`src/rtl/quick_spi_pkg.sv`:
```
// quick_spi_pkg: shared definitions for the QuickSPI family.
//   spi_state_t  - controller state encoding (IDLE, SETUP, SHIFT, HOLD)
//   MODE0..MODE3 - SPI mode as {cpol, cpha}
//   READ / WRITE - transfer direction constants shared with quick_spi
package quick_spi_pkg;

  typedef enum logic [1:0] {
    ST_IDLE  = 2'd0,
    ST_SETUP = 2'd1,
    ST_SHIFT = 2'd2,
    ST_HOLD  = 2'd3
  } spi_state_t;

  localparam logic [1:0] MODE0 = 2'b00;
  localparam logic [1:0] MODE1 = 2'b01;
  localparam logic [1:0] MODE2 = 2'b10;
  localparam logic [1:0] MODE3 = 2'b11;

  localparam logic READ  = 1'b1;
  localparam logic WRITE = 1'b0;

endpackage

```
`src/rtl/quick_spi_sclk_gen.sv`:
```
// quick_spi_sclk_gen: SCLK timing for the burst master.
//   clk, reset_n : system clock, synchronous active-low reset
//   enable       : counts while high, counter held at 0 while low
//   shift        : high while SCLK edges are being generated
//   clk_div      : half-period H = clk_div + 1 clk cycles
//   tick         : one-cycle pulse at the end of every half-period
//   leading      : when shift is high, the current tick is a leading edge
module quick_spi_sclk_gen #(
  parameter int CLK_DIV_WIDTH = 8
) (
  input  logic                     clk,
  input  logic                     reset_n,
  input  logic                     enable,
  input  logic                     shift,
  input  logic [CLK_DIV_WIDTH-1:0] clk_div,
  output logic                     tick,
  output logic                     leading
);

  logic [CLK_DIV_WIDTH-1:0] cnt_q;
  logic                     leading_q;

  assign tick    = enable && (cnt_q == clk_div);
  assign leading = leading_q;

  // Reloads to 0 on every tick, so clk_div = all-ones gives H = 2^CLK_DIV_WIDTH.
  always_ff @(posedge clk) begin
    if (!reset_n || !enable) begin
      cnt_q <= '0;
    end else if (tick) begin
      cnt_q <= '0;
    end else begin
      cnt_q <= cnt_q + CLK_DIV_WIDTH'(1);
    end
  end

  // Outside SHIFT the next edge is always a leading one; a word has an even
  // number of edges, so parity carries straight across word boundaries.
  always_ff @(posedge clk) begin
    if (!reset_n || !shift) begin
      leading_q <= 1'b1;
    end else if (tick) begin
      leading_q <= ~leading_q;
    end
  end

endmodule

```
`src/rtl/quick_spi_burst_master.sv`:
```
// quick_spi_burst_master: full-duplex, MSB-first SPI master with bursts of
// num_words words under one slave select, all four SPI modes.
//   clk, reset_n        : system clock, synchronous active-low reset
//   start_transaction   : request, accepted on a clk edge where ready=1
//   ready               : idle; config inputs and tx_data word 0 are latched
//                         on the accepting edge
//   slave, cpol, cpha, clk_div, num_words : per-transaction configuration
//   tx_data / tx_ack    : tx_ack pulses the cycle after tx_data was captured
//   rx_data / rx_valid  : rx_valid pulses when rx_data holds a new word
//   end_of_transaction  : one-cycle pulse when the burst completes
//   mosi, miso, sclk, ss_n : SPI bus
// Handshake: a request is taken only when start_transaction && ready at a
// clk edge; tx_ack and rx_valid are single-cycle strobes with no back-pressure,
// so the host must present the next tx word before the final edge of the
// current word.
module quick_spi_burst_master
  import quick_spi_pkg::*;
#(
  parameter int DATA_WIDTH       = 16,
  parameter int NUMBER_OF_SLAVES = 2,
  parameter int SLAVE_SEL_WIDTH  = 1,
  parameter int CLK_DIV_WIDTH    = 8,
  parameter int BURST_WIDTH      = 8
) (
  input  logic                        clk,
  input  logic                        reset_n,
  input  logic                        start_transaction,
  output logic                        ready,
  input  logic [SLAVE_SEL_WIDTH-1:0]  slave,
  input  logic                        cpol,
  input  logic                        cpha,
  input  logic [CLK_DIV_WIDTH-1:0]    clk_div,
  input  logic [BURST_WIDTH-1:0]      num_words,
  input  logic [DATA_WIDTH-1:0]       tx_data,
  output logic                        tx_ack,
  output logic [DATA_WIDTH-1:0]       rx_data,
  output logic                        rx_valid,
  output logic                        end_of_transaction,
  output logic                        mosi,
  input  logic                        miso,
  output logic                        sclk,
  output logic [NUMBER_OF_SLAVES-1:0] ss_n
);

  localparam int EDGE_W = $clog2(2 * DATA_WIDTH);
  localparam logic [EDGE_W-1:0] LAST_EDGE = EDGE_W'(2 * DATA_WIDTH - 1);

  spi_state_t state_q, state_d;

  logic                        cpha_q;
  logic [CLK_DIV_WIDTH-1:0]    div_q;
  logic [BURST_WIDTH-1:0]      words_rem_q;
  logic [EDGE_W-1:0]           edge_cnt_q;
  logic [DATA_WIDTH-1:0]       tx_sr_q, rx_sr_q, rx_data_q, rx_next;
  logic                        mosi_q, sclk_q, tx_ack_q, rx_valid_q, eot_q;
  logic [NUMBER_OF_SLAVES-1:0] ss_n_q, ss_sel;

  logic tick, leading;
  logic accept, edge_now, last_edge, more_words, sample_now, drive_now, next_word;

  quick_spi_sclk_gen #(.CLK_DIV_WIDTH(CLK_DIV_WIDTH)) u_sclk_gen (
    .clk     (clk),
    .reset_n (reset_n),
    .enable  (state_q != ST_IDLE),
    .shift   (state_q == ST_SHIFT),
    .clk_div (div_q),
    .tick    (tick),
    .leading (leading)
  );

  assign ready      = (state_q == ST_IDLE);
  assign accept     = ready && start_transaction;
  assign edge_now   = (state_q == ST_SHIFT) && tick;
  assign last_edge  = edge_now && (edge_cnt_q == LAST_EDGE);
  assign more_words = (words_rem_q != '0);
  assign next_word  = last_edge && more_words;
  // cpha=0 samples on leading edges, cpha=1 on trailing; the other edge drives.
  assign sample_now = edge_now && (leading != cpha_q);
  assign drive_now  = edge_now && (leading == cpha_q);
  assign rx_next    = sample_now ? {rx_sr_q[DATA_WIDTH-2:0], miso} : rx_sr_q;

  // Out-of-range slave index matches no bit, leaving every select high.
  always_comb begin
    ss_sel = '1;
    for (int i = 0; i < NUMBER_OF_SLAVES; i++) begin
      if (slave == SLAVE_SEL_WIDTH'(i)) ss_sel[i] = 1'b0;
    end
  end

  always_ff @(posedge clk) begin
    if (!reset_n) state_q <= ST_IDLE;
    else          state_q <= state_d;
  end

  always_comb begin
    state_d = state_q;
    case (state_q)
      ST_IDLE:  if (start_transaction) state_d = ST_SETUP;
      ST_SETUP: if (tick) state_d = ST_SHIFT;
      ST_SHIFT: if (last_edge && !more_words) state_d = ST_HOLD;
      ST_HOLD:  if (tick) state_d = ST_IDLE;
      default:  state_d = ST_IDLE;
    endcase
  end

  always_ff @(posedge clk) begin
    if (!reset_n) begin
      cpha_q      <= 1'b0;
      div_q       <= '0;
      words_rem_q <= '0;
      edge_cnt_q  <= '0;
      tx_sr_q     <= '0;
      rx_sr_q     <= '0;
      rx_data_q   <= '0;
      mosi_q      <= 1'b0;
      sclk_q      <= 1'b0;
      ss_n_q      <= '1;
      tx_ack_q    <= 1'b0;
      rx_valid_q  <= 1'b0;
      eot_q       <= 1'b0;
    end else begin
      tx_ack_q   <= 1'b0;
      rx_valid_q <= 1'b0;
      eot_q      <= 1'b0;

      if (accept) begin
        cpha_q      <= cpha;
        div_q       <= clk_div;
        words_rem_q <= (num_words == '0) ? '0 : num_words - BURST_WIDTH'(1);
        edge_cnt_q  <= '0;
        rx_sr_q     <= '0;
        sclk_q      <= cpol;
        ss_n_q      <= ss_sel;
        tx_ack_q    <= 1'b1;
        // cpha=0 presents the MSB before the first edge; cpha=1 drives it on
        // the first leading edge instead.
        if (cpha) begin
          tx_sr_q <= tx_data;
          mosi_q  <= 1'b0;
        end else begin
          tx_sr_q <= {tx_data[DATA_WIDTH-2:0], 1'b0};
          mosi_q  <= tx_data[DATA_WIDTH-1];
        end
      end

      if (edge_now) begin
        sclk_q     <= ~sclk_q;
        edge_cnt_q <= last_edge ? '0 : edge_cnt_q + EDGE_W'(1);
        if (sample_now) rx_sr_q <= rx_next;
        if (last_edge) begin
          rx_data_q  <= rx_next;
          rx_valid_q <= 1'b1;
        end
        if (next_word) begin
          words_rem_q <= words_rem_q - BURST_WIDTH'(1);
          tx_ack_q    <= 1'b1;
          if (cpha_q) begin
            tx_sr_q <= tx_data;
          end else begin
            tx_sr_q <= {tx_data[DATA_WIDTH-2:0], 1'b0};
            mosi_q  <= tx_data[DATA_WIDTH-1];
          end
        end else if (drive_now && !last_edge) begin
          // The final trailing edge of the last word drives nothing.
          mosi_q  <= tx_sr_q[DATA_WIDTH-1];
          tx_sr_q <= {tx_sr_q[DATA_WIDTH-2:0], 1'b0};
        end
      end

      // sclk already sits at cpol here and stays there while idle.
      if ((state_q == ST_HOLD) && tick) begin
        ss_n_q <= '1;
        mosi_q <= 1'b0;
        eot_q  <= 1'b1;
      end
    end
  end

  assign tx_ack             = tx_ack_q;
  assign rx_data            = rx_data_q;
  assign rx_valid           = rx_valid_q;
  assign end_of_transaction = eot_q;
  assign mosi               = mosi_q;
  assign sclk               = sclk_q;
  assign ss_n               = ss_n_q;

endmodule

```
`config.mk`:
```
export PLATFORM = sky130hd
export DESIGN_NAME = quick_spi_burst_master
export DESIGN_NICKNAME = d
export VERILOG_FILES = /design/src/rtl/quick_spi_pkg.sv /design/src/rtl/quick_spi_sclk_gen.sv /design/src/rtl/quick_spi_burst_master.sv
export SDC_FILE = /design/constraint.sdc
export NUM_CORES = 1
export LEC_CHECK = 0
export BUFFER_PORTS_ARGS = -buffer_cell sky130_fd_sc_hd__buf_2
export CAP_MARGIN = 5
export CELL_PAD_IN_SITES_DETAIL_PLACEMENT = 1
export CELL_PAD_IN_SITES_GLOBAL_PLACEMENT = 1
export CORE_MARGIN = 3
export CORE_UTILIZATION = 46
export CTS_CLUSTER_DIAMETER = 150
export DETAILED_ROUTE_END_ITERATION = 12
export PLACE_DENSITY = 0.84
export REMOVE_ABC_BUFFERS = 1
export SLEW_MARGIN = 15
export SYNTH_ARGS = -nofsm -noshare
export SYNTH_HDL_FRONTEND = slang
export SYNTH_SLANG_ARGS = --single-unit
```
`constraint.sdc`:
```
create_clock -name clk -period 4.82 [get_ports clk]
set_input_delay 0.964 -clock clk [delete_from_list [all_inputs] [get_ports clk]]
set_output_delay 0.964 -clock clk [all_outputs]
set_load 0.02 [all_outputs]
```
# Word-level counts from Yosys, hierarchy flattened
# Index checks and enable logic that the tools add are counted.
[totals]
wordCells = 98
output_inout_bits = 24
regBits = 88
input_bits = 39
[op_classes]
muxes = 37
n_addsub = 4
n_eq_ne = 11
n_bitwise = 3
reduce_logical = 27
[ops]
columns = ["op", "n"]
rows = [
  ["2-to-1 mux 16 bit", 10],
  ["2-to-1 mux 8 bit", 4],
  ["subtractor 8 x 1 -> 8 bit (second input constant)", 2],
  ["2-to-1 mux 1 bit", 15],
  ["2-to-1 mux 5 bit", 3],
  ["logical AND 1 bit", 10],
  ["adder 8 x 1 -> 8 bit (second input constant)", 1],
  ["== test 8 bit", 1],
  ["zero test 8 bit", 1],
  ["2-to-1 mux 2 bit", 4],
  ["!= test 2 bit (second input constant)", 4],
  ["one-hot mux 2 bit (4 select lines)", 1],
  ["nonzero test 8 bit", 1],
  ["adder 5 x 1 -> 5 bit (second input constant)", 1],
  ["== test 5 bit (second input constant)", 1],
  ["zero test 1 bit", 5],
  ["== test 2 bit (second input constant)", 2],
  ["AND reduction 2 bit", 2],
  ["AND reduction 4 bit", 1],
  ["nonzero test 2 bit", 2],
  ["OR reduction 2 bit", 2],
  ["inverter 1 bit", 3],
  ["== test 2 x 1 -> 1 bit (second input constant)", 1],
  ["zero test 2 bit", 1],
  ["other kinds (3)", 4],
]

# Logic depth before layout (Yosys ltp)
# Gate-level depths: netlist of the first run.
[depth]
word_depth = 9
mapped_depth = 10
depth_no_buf = 8

# Cells and area by module
# Synthesis of the first run repeated with hierarchy kept, for this count alone.
[hier_totals]
hier_cells = 528
area_unflattened_um2 = 4685.7
[modules_own_cells]
columns = ["module", "cells_each", "n_inst", "area_per_inst_um2", "seq_area_each_um2"]
rows = [
  ["quick_spi_burst_master", 480, 1, 4247.8, 1581.5],
  ["quick_spi_sclk_gen", 48, 1, 437.9, 180.2],
]

# Worst setup path after synthesis of the first run
# No wires, ideal clock.
[synth_path]
path_kind = "input-to-reg"
startpoint = "input cpha"
endpoint = "register tx_sr_q[10]"
setup_time_ns = 0.128
required_time_ns = 4.692
arrival_time_ns = 2.308
slack_ns = 2.384
stages = 6
n_path_buf = 2
cell_sequence = "clkbuf_1 -> buf_1 -> mux2i_1 -> o21ai_0 -> a22oi_1 -> nor2_1"
[synth_via]
elab_chain_len = 5
[synth_rtl]
columns = ["item", "line", "rtl"]
rows = [
  ["from (decl)", "quick_spi_burst_master.sv:31", "input logic cpha,"],
  ["2-to-1 mux 16 bit *", "quick_spi_burst_master.sv:137", "if (cpha) begin"],
  ["2-to-1 mux 16 bit *", "quick_spi_burst_master.sv:126", "if (accept) begin"],
  ["2-to-1 mux 16 bit", "quick_spi_burst_master.sv:163", "end else if (drive_now && !last_edge) begin"],
  ["2-to-1 mux 16 bit", "quick_spi_burst_master.sv:154", "if (next_word) begin"],
  ["2-to-1 mux 16 bit *", "quick_spi_burst_master.sv:146", "if (edge_now) begin"],
  ["to (signal assigned)", "quick_spi_burst_master.sv:158", "tx_sr_q <= tx_data;"],
  ["to (signal assigned)", "quick_spi_burst_master.sv:160", "tx_sr_q <= {tx_data[DATA_WIDTH-2:0], 1'b0};"],
  ["to (signal assigned)", "quick_spi_burst_master.sv:166", "tx_sr_q <= {tx_sr_q[DATA_WIDTH-2:0], 1'b0};"],
  ["to (decl)", "quick_spi_burst_master.sv:54", "logic [DATA_WIDTH-1:0] tx_sr_q, rx_sr_q, rx_data_q, rx_next;"],
]
# Mark *: on every way between the ends. The rest lies on a longest branch, timed or not.
# A chain may end at the register's enable or synchronous reset.

# Final worst setup path of the first run
[layout_path]
startpoint = "register state_q[0]"
endpoint = "register rx_data_q[0], in the netlist rx_data[0]"
[layout_via]
elab_chain_len = 5
elab_cells_between_ends = 8
cone_classes = "eq/ne: 1; mux: 1; reduce/logical: 6"
[layout_rtl]
columns = ["item", "line", "rtl"]
rows = [
  ["from (decl)", "quick_spi_burst_master.sv:48", "spi_state_t state_q, state_d;"],
  ["from (signal assigned)", "quick_spi_burst_master.sv:92", "else state_q <= state_d;"],
  ["nonzero test 2 bit", "quick_spi_burst_master.sv:64", ".enable (state_q != ST_IDLE),"],
  ["logical AND 1 bit", "quick_spi_sclk_gen.sv:23", "assign tick = enable && (cnt_q == clk_div);"],
  ["logical AND 1 bit *", "quick_spi_burst_master.sv:73", "assign edge_now = (state_q == ST_SHIFT) && tick;"],
  ["logical AND 1 bit, on equally long branches", "quick_spi_burst_master.sv:78, quick_spi_burst_master.sv:74", ""],
  ["2-to-1 mux 16 bit or AND reduction 2 bit (tied branches)", "-", ""],
  ["to (signal assigned)", "quick_spi_burst_master.sv:151", "rx_data_q <= rx_next;"],
  ["to (decl)", "quick_spi_burst_master.sv:54", ""],
]
# Marked as above.

==> results of run 1 <==
==> placed cells by master (no fill, tap or decap), types with 5 or more instances in the layout <==
| master | count |
|---|---|
| dfxtp_1 | 88 |
| buf_2 | 62 |
| nand2_1 | 59 |
| nor2_1 | 49 |
| mux2i_1 | 41 |
| o21ai_0 | 40 |
| a21oi_1 | 36 |
| nand3_1 | 18 |
| inv_1 | 14 |
| xnor2_1 | 11 |
| ha_1 | 11 |
| and3_1 | 10 |
| o22ai_1 | 10 |
| nand2b_1 | 9 |
| mux2_2 | 9 |
| clkbuf_8 | 9 |
| nor3_1 | 8 |
| a22oi_1 | 8 |
| xor2_1 | 7 |
| a221oi_1 | 5 |
==> worst paths after layout <==
check / start / endpoint / cells past startpoint
worst max-delay path: state_q[0] / rx_data[0] / 7
worst min-delay path: div_q[5] / div_q[5] / 2
worst min register to register: div_q[5] / div_q[5] / 2
worst max register to register: state_q[0] / rx_data[0] / 7
==> power groups by stage <==
| stage | Combinational (W) | Clock [W] | Sequential, W |
|---|---|---|---|
| floorplan | 0.000459 | 0 | 0.000891 |
| global placement | 0.000638 | 0 | 0.000882 |
| detailed placement | 0.000667 | 0 | 0.000888 |
| CTS | 0.000678 | 0.000474 | 0.000873 |
| global route | 0.000754 | 0.000501 | 0.000885 |
| finish | 0.000674 | 0.000460 | 0.000874 |
==> cell families (layout without fill, tap and decap cells) <==
logic type / count (synthesis) / in the layout / share of synthesized area [%]
AO/OA/AOI/OAI: 128 / 128 / 19.13
multiplexers: 50 / 50 / 11.49
XOR/XNOR: 18 / 18 / 3.539
flip-flops: 88 / 88 / 39.55
buffers and inverters: 51 / 96 / 5.197
AND/OR/NAND/NOR: 173 / 173 / 18.01
adder cells (fa/ha/maj): 11 / 11 / 3.090
==> layer usage <==
| metal | vias up | wire length [um] | track usage (%) |
|---|---|---|---|
| met4 | 0 | 203 | 7.217 |
| met1 | 1930 | 5284 | 27.12 |
| met3 | 16 | 438 | 4.221 |
| met5 | - | 0 | 0 |
| li1 | 1916 | - | - |
| met2 | 57 | 5556 | 36.35 |
==> registers in the layout, indices dropped and copies added (netlist names) <==
register and flops:
cpha_q 1, div_q 8, edge_cnt_q 5, end_of_transaction 1, mosi 1, rx_data 16, rx_sr_q 16, rx_valid 1
sclk 1, ss_n 2, state_q 2, tx_ack 1, tx_sr_q 16, u_sclk_gen.cnt_q 8, u_sclk_gen.leading 1, words_rem_q 8
==> final cells by class <==
type                       count  area, sq um  share of cell area, %
inverter                      14        52.55                  1.062
clock inverter                 6        42.54                 0.8599
multi-input combinational    380         2461                  49.75
timing repair buffer          66        340.3                  6.879
clock buffer                  10        127.6                  2.580
sequential                    88         1762                  35.61
tap                          129        161.4                  3.263
==> critical path, cell delays in order (launching register included) <==
cell	delay [ps]
dfxtp_1	400
inv_1	90
ha_1	280
a2111o_1	370
nor4_4	720
and3_1	940
mux2i_1	320
a21oi_1	100
==> per-stage QoR <==
step	hold slack, ps	power [W]	util (%)	worst slack, ps	instances
2_1_floorplan	439.6	0.001350	-	1906	482
3_3_place_gp	455.2	0.001520	51.21	1639	677
3_5_place_dp	465.9	0.001555	51.21	1496	677
4_1_cts	478.3	0.002026	53.04	1465	693
5_1_grt	508.6	0.002141	53.04	1196	693
6_report	481.3	0.002008	53.04	1424	693
==> impl_metrics.csv, run 1 <==
group,metric,value,unit
grt,grtUsageTotal,21.42,%
cts,clockBufferDepth,2,
synth,synth_cell_type_count,55,
timing,final-hold-violation-count,0,
synth,seq_area_frac_synth,39.55,%
power_and_ir_drop,p_sw_share,37.45,%
setup_path,critPathMaxFanout,16,
timing,rsz0062_at_grt,"false",
place,io_buffers,62,
routing,drt_pre_antenna_iters,4,
cts,clock-sinks,88,
synth,synth.most_common_cell,"dfxtp_1",
grt,grt_pass1_wl,19740,um
floorplan,die-width,104.4,um
power_and_ir_drop,power.switching,0.0007520,W
synth,synth_top_area_share,39.55,%
power_and_ir_drop,pwr-share-comb,33.6,%
synth,ys_ff_latch,88,
power_and_ir_drop,irDropWorstVdd,0.1444,mV
cts,cts_tree,"done",
synth,synth_warnings,0,
grt,antenna_found_initial,0,
finish,fin_nets,609,
timing,totalNegativeSetupSlack,0,ps
cts,clkSlewWorstSetupHoldPaths,90,ps
synth,synth_cells,519,
routing,via_per_inst,5.655,
setup_path,critPathKind,"register to register",
routing,route.vias.total,3919,
synth,synth_area,4454,sq um
floorplan,ios,63,
timing,period_needed,3396,ps
finish,design_area,4947,sq um
synth,synth_top_cell_by_area,"dfxtp_1",
power_and_ir_drop,intPower,0.001256,W
power_and_ir_drop,p_per_area,405.9,nW/um^2
routing,routed_wl,11480,um
outcome,status,"finished, final reports clean",
floorplan,num_rows,35,
routing,wire_per_inst,16.57,um
cts,postCtsHoldBufs,0,
place,dpl.hpwl,7801,um
routing,drc,0,
setup_path,crit_path_start_kind,"register",
finish,antenna_cells,0,
synth,yosys_most_used_dff,"dfxtp_1",
floorplan,start_util,47.75,%
timing,tightest_slew,999.6,ps
routing,antenna_left,0,
grt,grt_max_degree,35,
floorplan,core_area,9328,sq um
setup_path,regToRegSetupSlack,1420,ps
timing,period_share,70.46,%
finish,area_growth,11.07,%
finish,num-fill-cells,1160,
synth,synth.avg_cell_area,8.582,sq um
flow_run,maxCapViolCount,0,
grt,overflow,0,
synth,synth_commonest_cells,"dfxtp_1 (88), nand2_1 (59), nor2_1 (49)",
cts,post_cts_buffers,0,
setup_path,arrival,3590,ps
timing,finClkSkew,6.746,ps
routing,first_iter_violations,143,
power_and_ir_drop,seq_power_share,43.5,%
synth,synth_edf_count,0,
cts,insertion_delay,360,ps
timing,max_freq,294.5,MHz
power_and_ir_drop,leakagePower,1.942,nW
cts,htreeDepth,3,
floorplan,die_h,104.4,um
setup_path,worstSetupEndpointType,"register",
timing,finalMaxSlewViolations,0,
floorplan,die_area,10900,sq um
hold_path,hp-class,"register to register",
cts,cts-root-buf,"clkbuf_8",
cts,cts_buffers,9,
place,gp_congestion,0.7594,
timing,slew_headroom,33.36,%
grt,grt_pass1_vias,4237,
setup_path,worst_ep_required_time,5010,ps
cts,cts_resized,0,
synth,yosys-top-cells-area,"dfxtp_1 (40%), mux2i_1 (9.2%), nand2_1 (5.0%)",
power_and_ir_drop,clock_power_share,22.9,%
finish,drive_above_1_share,18.26,%
synth,async_flop_share,0,%
timing,setup-violations-final,0,
place,placed_cell_area,4777,sq um
No activity file was read; power rests on OpenSTA's default activity.
==> inputs of run 2 (changes only) <==
--- a/config.mk
+++ b/config.mk
@@ -10,10 +10,10 @@
 export CELL_PAD_IN_SITES_DETAIL_PLACEMENT = 1
 export CELL_PAD_IN_SITES_GLOBAL_PLACEMENT = 1
 export CORE_MARGIN = 3
-export CORE_UTILIZATION = 46
+export CORE_UTILIZATION = 43
 export CTS_CLUSTER_DIAMETER = 150
 export DETAILED_ROUTE_END_ITERATION = 12
-export PLACE_DENSITY = 0.84
+export PLACE_DENSITY = 0.79
 export REMOVE_ABC_BUFFERS = 1
 export SLEW_MARGIN = 15
 export SYNTH_ARGS = -nofsm -noshare
==> constraint.sdc (replaced) <==
create_clock -name clk -period 3.5 [get_ports clk]
set_input_delay 0.7 -clock clk [delete_from_list [all_inputs] [get_ports clk]]
set_output_delay 0.7 -clock clk [all_outputs]
set_load 0.02 [all_outputs]
==> impl_metrics.csv, run 2 (same netlist as run 1, synthesis figures left out) <==
group,metric,value,unit
grt,grtUsageTotal,21.13,%
grt,grt_pass1_vias,4147,
hold_path,hp-class,"register to register",
place,placed_cells,689,
power_and_ir_drop,intPower,0.001823,W
cts,post_cts_buffers,0,
cts,cts_tree,"done",
setup_path,critPathMaxFanout,11,
cts,cts-root-buf,"clkbuf_8",
finish,area_growth,13.23,%
timing,max_freq,356.2,MHz
finish,drive_above_1_share,19.58,%
cts,clkSlewWorstSetupHoldPaths,100,ps
finish,final_common_cell,"dfxtp_1",
routing,route.vias.total,3997,
timing,finalMaxSlewViolations,0,
cts,postCtsHoldBufs,0,
finish,final_util,50.90,%
timing,setup-violations-final,0,
grt,grt_max_degree,34,
timing,period_needed,2808,ps
timing,tightest_slew,773.7,ps
setup_path,arrival,3070,ps
timing,finClkSkew,14.10,ps
cts,clock-sinks,88,
power_and_ir_drop,leakagePower,2.007,nW
cts,clockBufferDepth,2,
setup_path,worst_ep_required_time,3760,ps
floorplan,num_rows,36,
setup_path,regToRegSetupSlack,690,ps
place,io_buffers,62,
floorplan,start_util,44.95,%
finish,final_cells,705,
setup_path,cp_top_family,"compound AO/OA/AOI/OAI gates",
power_and_ir_drop,seq_power_share,41.9,%
routing,wire_per_inst,16.81,um
timing,final-hold-violation-count,0,
timing,period_share,80.22,%
timing,setup_ws,692.4,ps
routing,drt_pre_antenna_iters,4,
power_and_ir_drop,power.switching,0.001054,W
cts,insertion_delay,360,ps
flow_run,maxCapViolCount,0,
routing,antenna_left,0,
power_and_ir_drop,p_sw_share,36.63,%
outcome,status,"finished, final reports clean",
finish,antenna_cells,0,
place,gp_congestion,0.7846,
place,dpl.hpwl,8329,um
setup_path,critPathKind,"register to register",
timing,rsz0062_at_grt,"false",
power_and_ir_drop,clock_power_share,25.4,%
setup_path,crit_chain,"inv_1 > ha_1 > a2111o_1 > nor4_4 > nand3_1 > o311a_1 > o31a_1",
setup_path,cpPeakStageDelay,460,ps
setup_path,cp_slowest_cell,"nor4_4",
cts,cts_resized,0,
power_and_ir_drop,pwr-share-comb,32.8,%
floorplan,die_h,107.8,um
timing,totalNegativeSetupSlack,0,ps
setup_path,cp_num_buf_inv,1,
setup_path,crit_path_start_kind,"register",
timing,slew_headroom,48.29,%
routing,via_per_inst,5.670,
power_and_ir_drop,irDropWorstVdd,0.2647,mV
grt,overflow,0,
floorplan,core_area,9910,sq um
finish,final_cell_mix,"dfxtp_1 (88), buf_2 (62), nand2_1 (59), nor2_1 (49), mux2i_1 (41)",
power_and_ir_drop,p_per_area,570.3,nW/um^2
floorplan,die_area,11620,sq um
routing,first_iter_violations,172,
setup_path,worstSetupEndpointType,"register",
place,dp_slack,701.9,ps
routing,routed_wl,11850,um
finish,fin_nets,617,
grt,grt_pass1_wl,19950,um
floorplan,die-width,107.8,um
cts,htreeDepth,3,
cts,cts_buffers,9,
routing,drc,0,
floorplan,ios,63,
grt,antenna_found_initial,0,
-- run 2: cell types whose count changed in the layout (fill, tap and decap cells not counted) --
| cell | change |
|---|---|
| bufinv_16 | +1 |
| clkinvlp_4 | -2 |
| clkbuf_1 | -1 |
| buf_4 | +8 |
| inv_8 | +1 |
| inv_6 | +1 |
-- run 2: through the flow --
step | area [sq um] | hold WS [ps] | power, W
after CTS | 5044 | 472.9 | 0.002908
after global placement | 4842 | 457.8 | 0.002115
final | 5044 | 470.4 | 0.002876
after global routing | 5044 | 502.7 | 0.003070
after detailed placement | 4842 | 460.0 | 0.002168
after floorplan | 4275 | 439.6 | 0.001860
-- run 2: power by group through the flow --
stage          Sequential, W  Combinational [W]  Clock [W]
3_5_place_dp         0.00122           0.000944          0
5_1_grt              0.00122            0.00105   0.000799
2_1_floorplan        0.00123           0.000632          0
3_3_place_gp         0.00121           0.000901          0
4_1_cts              0.00120           0.000953   0.000753
6_report             0.00120           0.000942   0.000730
-- run 2: worst paths after layout --
kind / startpoint / endpoint / depth (start not counted)
hold / removal: div_q[1] / div_q[1] / 2
setup / recovery: state_q[0] / words_rem_q[6] / 7
setup reg to reg: state_q[0] / words_rem_q[6] / 7
hold reg to reg: div_q[1] / div_q[1] / 2
-- run 2: layer usage --
metal	track usage, %	wire length (um)
met2	36.81	5810
met1	25.90	5278
met3	4.679	571
met5	0	0
met4	6.402	189
-- run 2: final cells by class --
| cell class | instances | area (sq um) |
|---|---|---|
| flip-flops and latches | 88 | 1762 |
| inverters | 14 | 52.55 |
| well taps | 133 | 166.4 |
| clock inverters | 7 | 77.57 |
| fillers | 1209 | 4866 |
| repair buffers | 74 | 400.4 |
| clock buffers | 9 | 123.9 |
| multi-input cells | 380 | 2461 |
-- run 2: worst min-delay path: stages (launching register included) --
cell and delay [ps]:
dfxtp_1 330, nand2_1 50, a21oi_1 50
==> inputs of run 3 (changes only) <==
--- a/config.mk
+++ b/config.mk
@@ -5,12 +5,13 @@
 export SDC_FILE = /design/constraint.sdc
 export NUM_CORES = 1
 export LEC_CHECK = 0
+export ABC_AREA = 1
 export BUFFER_PORTS_ARGS = -buffer_cell sky130_fd_sc_hd__buf_2
 export CAP_MARGIN = 5
 export CELL_PAD_IN_SITES_DETAIL_PLACEMENT = 1
 export CELL_PAD_IN_SITES_GLOBAL_PLACEMENT = 1
 export CORE_MARGIN = 3
-export CORE_UTILIZATION = 43
+export CORE_UTILIZATION = 41
 export CTS_CLUSTER_DIAMETER = 150
 export DETAILED_ROUTE_END_ITERATION = 12
 export PLACE_DENSITY = 0.79
==> constraint.sdc (replaced) <==
create_clock -name clk -period 2.9 [get_ports clk]
set_input_delay 0.58 -clock clk [delete_from_list [all_inputs] [get_ports clk]]
set_output_delay 0.58 -clock clk [all_outputs]
set_load 0.02 [all_outputs]
==> impl_metrics.csv, run 3 <==
group,metric,value,unit
finish,regArea,1762,sq um
grt,grt_max_degree,33,
hold_path,hp-class,"primary input to register",
synth,synth_warnings,0,
synth,async_flop_share,0,%
floorplan,num_rows,38,
synth,yosys_most_used_dff,"dfxtp_1",
synth,synth_top_cell_by_area,"dfxtp_1",
synth,synth_top_area_share,37.38,%
routing,route.vias.total,4632,
setup_path,cp_top_family,"simple AND/OR/NAND/NOR gates",
finish,drive_above_1_share,15.83,%
cts,postCtsHoldBufs,0,
synth,synth_edf_count,0,
timing,final-hold-violation-count,0,
routing,routed_wl,13190,um
timing,rsz0062_at_grt,"false",
setup_path,reg2reg_depth,11,
finish,final_common_cell,"nand2_1",
cts,htreeDepth,3,
setup_path,cpPeakStageDelay,390,ps
routing,wire_per_inst,15.01,um
cts,cts_buffers,9,
cts,clockBufferDepth,2,
finish,multiInputGateArea,2490,sq um
finish,area_growth,15.10,%
setup_path,worst_ep_required_time,3130,ps
routing,drt_pre_antenna_iters,5,
place,dpl.hpwl,9110,um
floorplan,start_util,42.73,%
timing,finalMaxSlewViolations,0,
place,io_buffers,62,
power_and_ir_drop,p_per_area,718.2,nW/um^2
setup_path,critPathMaxFanout,19,
synth,synth_commonest_cells,"nand2_1 (169), dfxtp_1 (88), inv_1 (70)",
grt,overflow,0,
setup_path,arrival,2570,ps
synth,synth_cells,686,
finish,final_cell_mix,"nand2_1 (169), dfxtp_1 (88), inv_1 (70), a21oi_1 (63), buf_2 (62)",
floorplan,die_h,113.2,um
timing,max_freq,426.8,MHz
synth,seq_area_frac_synth,37.38,%
floorplan,core_area,11030,sq um
timing,tightest_slew,810.5,ps
routing,drc,0,
routing,first_iter_violations,193,
synth,synth.avg_cell_area,6.871,sq um
grt,grtUsageTotal,21.31,%
power_and_ir_drop,irDropWorstVdd,0.4863,mV
setup_path,critPathKind,"register to register",
timing,totalNegativeSetupSlack,0,ps
setup_path,r2r_end,"tx_sr_q[4]",
floorplan,die_area,12820,sq um
flow_run,maxCapViolCount,0,
timing,period_needed,2343,ps
grt,grt_pass1_wl,22290,um
routing,via_per_inst,5.270,
synth,synth_area,4713,sq um
cts,cts-root-buf,"clkbuf_16",
finish,fin_nets,784,
setup_path,regToRegSetupSlack,560,ps
cts,post_cts_buffers,0,
setup_path,cp_slowest_cell,"dfxtp_1",
synth,synth.most_common_cell,"nand2_1",
floorplan,die-width,113.2,um
cts,clkSlewWorstSetupHoldPaths,60,ps
setup_path,cp_num_buf_inv,2,
hold_path,min_from,"slave",
grt,antenna_found_initial,0,
setup_path,crit_chain,"inv_1 > ha_1 > nor2_1 > nand3_1 > nor2_4 > buf_4 > nand3_2 > nand2_1 > nand3_1 > o21ai_0 > nor2_1",
finish,antenna_cells,0,
cts,clock-sinks,88,
setup_path,timing.rr.start,"state_q[1]",
timing,slew_headroom,45.90,%
place,gp_congestion,0.7862,
synth,yosys-top-cells-area,"dfxtp_1 (37%), nand2_1 (13%), a21oi_1 (6.7%)",
hold_path,whs_endpoint,"ss_n[0]",
outcome,status,"finished, final reports clean",
grt,grt_pass1_vias,4729,
synth,ys_ff_latch,88,
hold_path,whs_path_depth,3,
setup_path,worstSetupEndpointType,"register",
cts,cts_tree,"done",
cts,insertion_delay,350,ps
finish,num-fill-cells,1472,
timing,setup-violations-final,0,
timing,period_share,80.79,%
synth,synth_cell_type_count,36,
power_and_ir_drop,leakagePower,2.500,nW
timing,finClkSkew,7.566,ps
routing,antenna_left,0,
setup_path,crit_path_start_kind,"register",
power_and_ir_drop,power,0.003896,W
floorplan,ios,63,
cts,cts_resized,0,
run 3: layer usage:
| layer | track usage [%] | vias up | routed length, um |
|---|---|---|---|
| li1 | - | 2323 | - |
| met1 | 26.11 | 2214 | 5963 |
| met2 | 36.97 | 79 | 6503 |
| met3 | 5.561 | 16 | 574 |
| met4 | 5.849 | 0 | 149 |
| met5 | 0 | - | 0 |
run 3: per-stage QoR:
stage	setup WS (ps)	utilization [%]	hold WS, ps	cells	cell area [sq um]
after floorplan	428.9	-	441.3	650	4543
after global placement	642.2	46.34	436.3	863	5111
after detailed placement	561.3	46.34	453.5	863	5111
after CTS	546.3	49.18	455.7	879	5425
after global routing	329.8	49.18	469.2	879	5425
final	557.0	49.18	465.6	879	5425
run 3: cell families (layout without fill, tap and decap cells):
group                      after synthesis  after routing  synth area share, %
AOI/OAI and AO/OA                      145            145                16.75
xor gates and xnor gates                17             17                3.159
adders and majority gates               11             11                2.920
buffers and inverters                  113            166                9.795
DFF                                     88             88                37.38
and+or+nand+nor                        312            312                30.00
run 3: worst max path at each step:
stage / end / slack (ps) / cells after the start / startpoint
floorplan: mosi / 430 / 9 / state_q[0]
global placement: tx_sr_q[4] / 640 / 11 / state_q[0]
detailed placement: tx_sr_q[4] / 560 / 11 / state_q[1]
CTS: tx_sr_q[4] / 550 / 11 / state_q[1]
global route: tx_sr_q[4] / 330 / 11 / state_q[0]
finish: tx_sr_q[4] / 560 / 11 / state_q[1]
run 3: report_power, final:
group,switching [W],internal [W],leakage (nW)
Sequential,0.0000925,0.00136,0.717
Clock,0.000491,0.000756,0.150
Combinational,0.000791,0.000405,1.63
run 3: layout make-up:
cell class	instances	share of cell area [%]
clock buffers	11	4.290
clock inverters	5	1.499
inverters	77	5.374
multi-input cells	485	45.89
flip-flops and latches	88	32.47
well taps	140	3.229
repair buffers	73	7.242
run 3: worst min-delay path, cell delays in order:
cell and delay [ps]:
buf_2 80, nand2_1 50, nand3_1 70
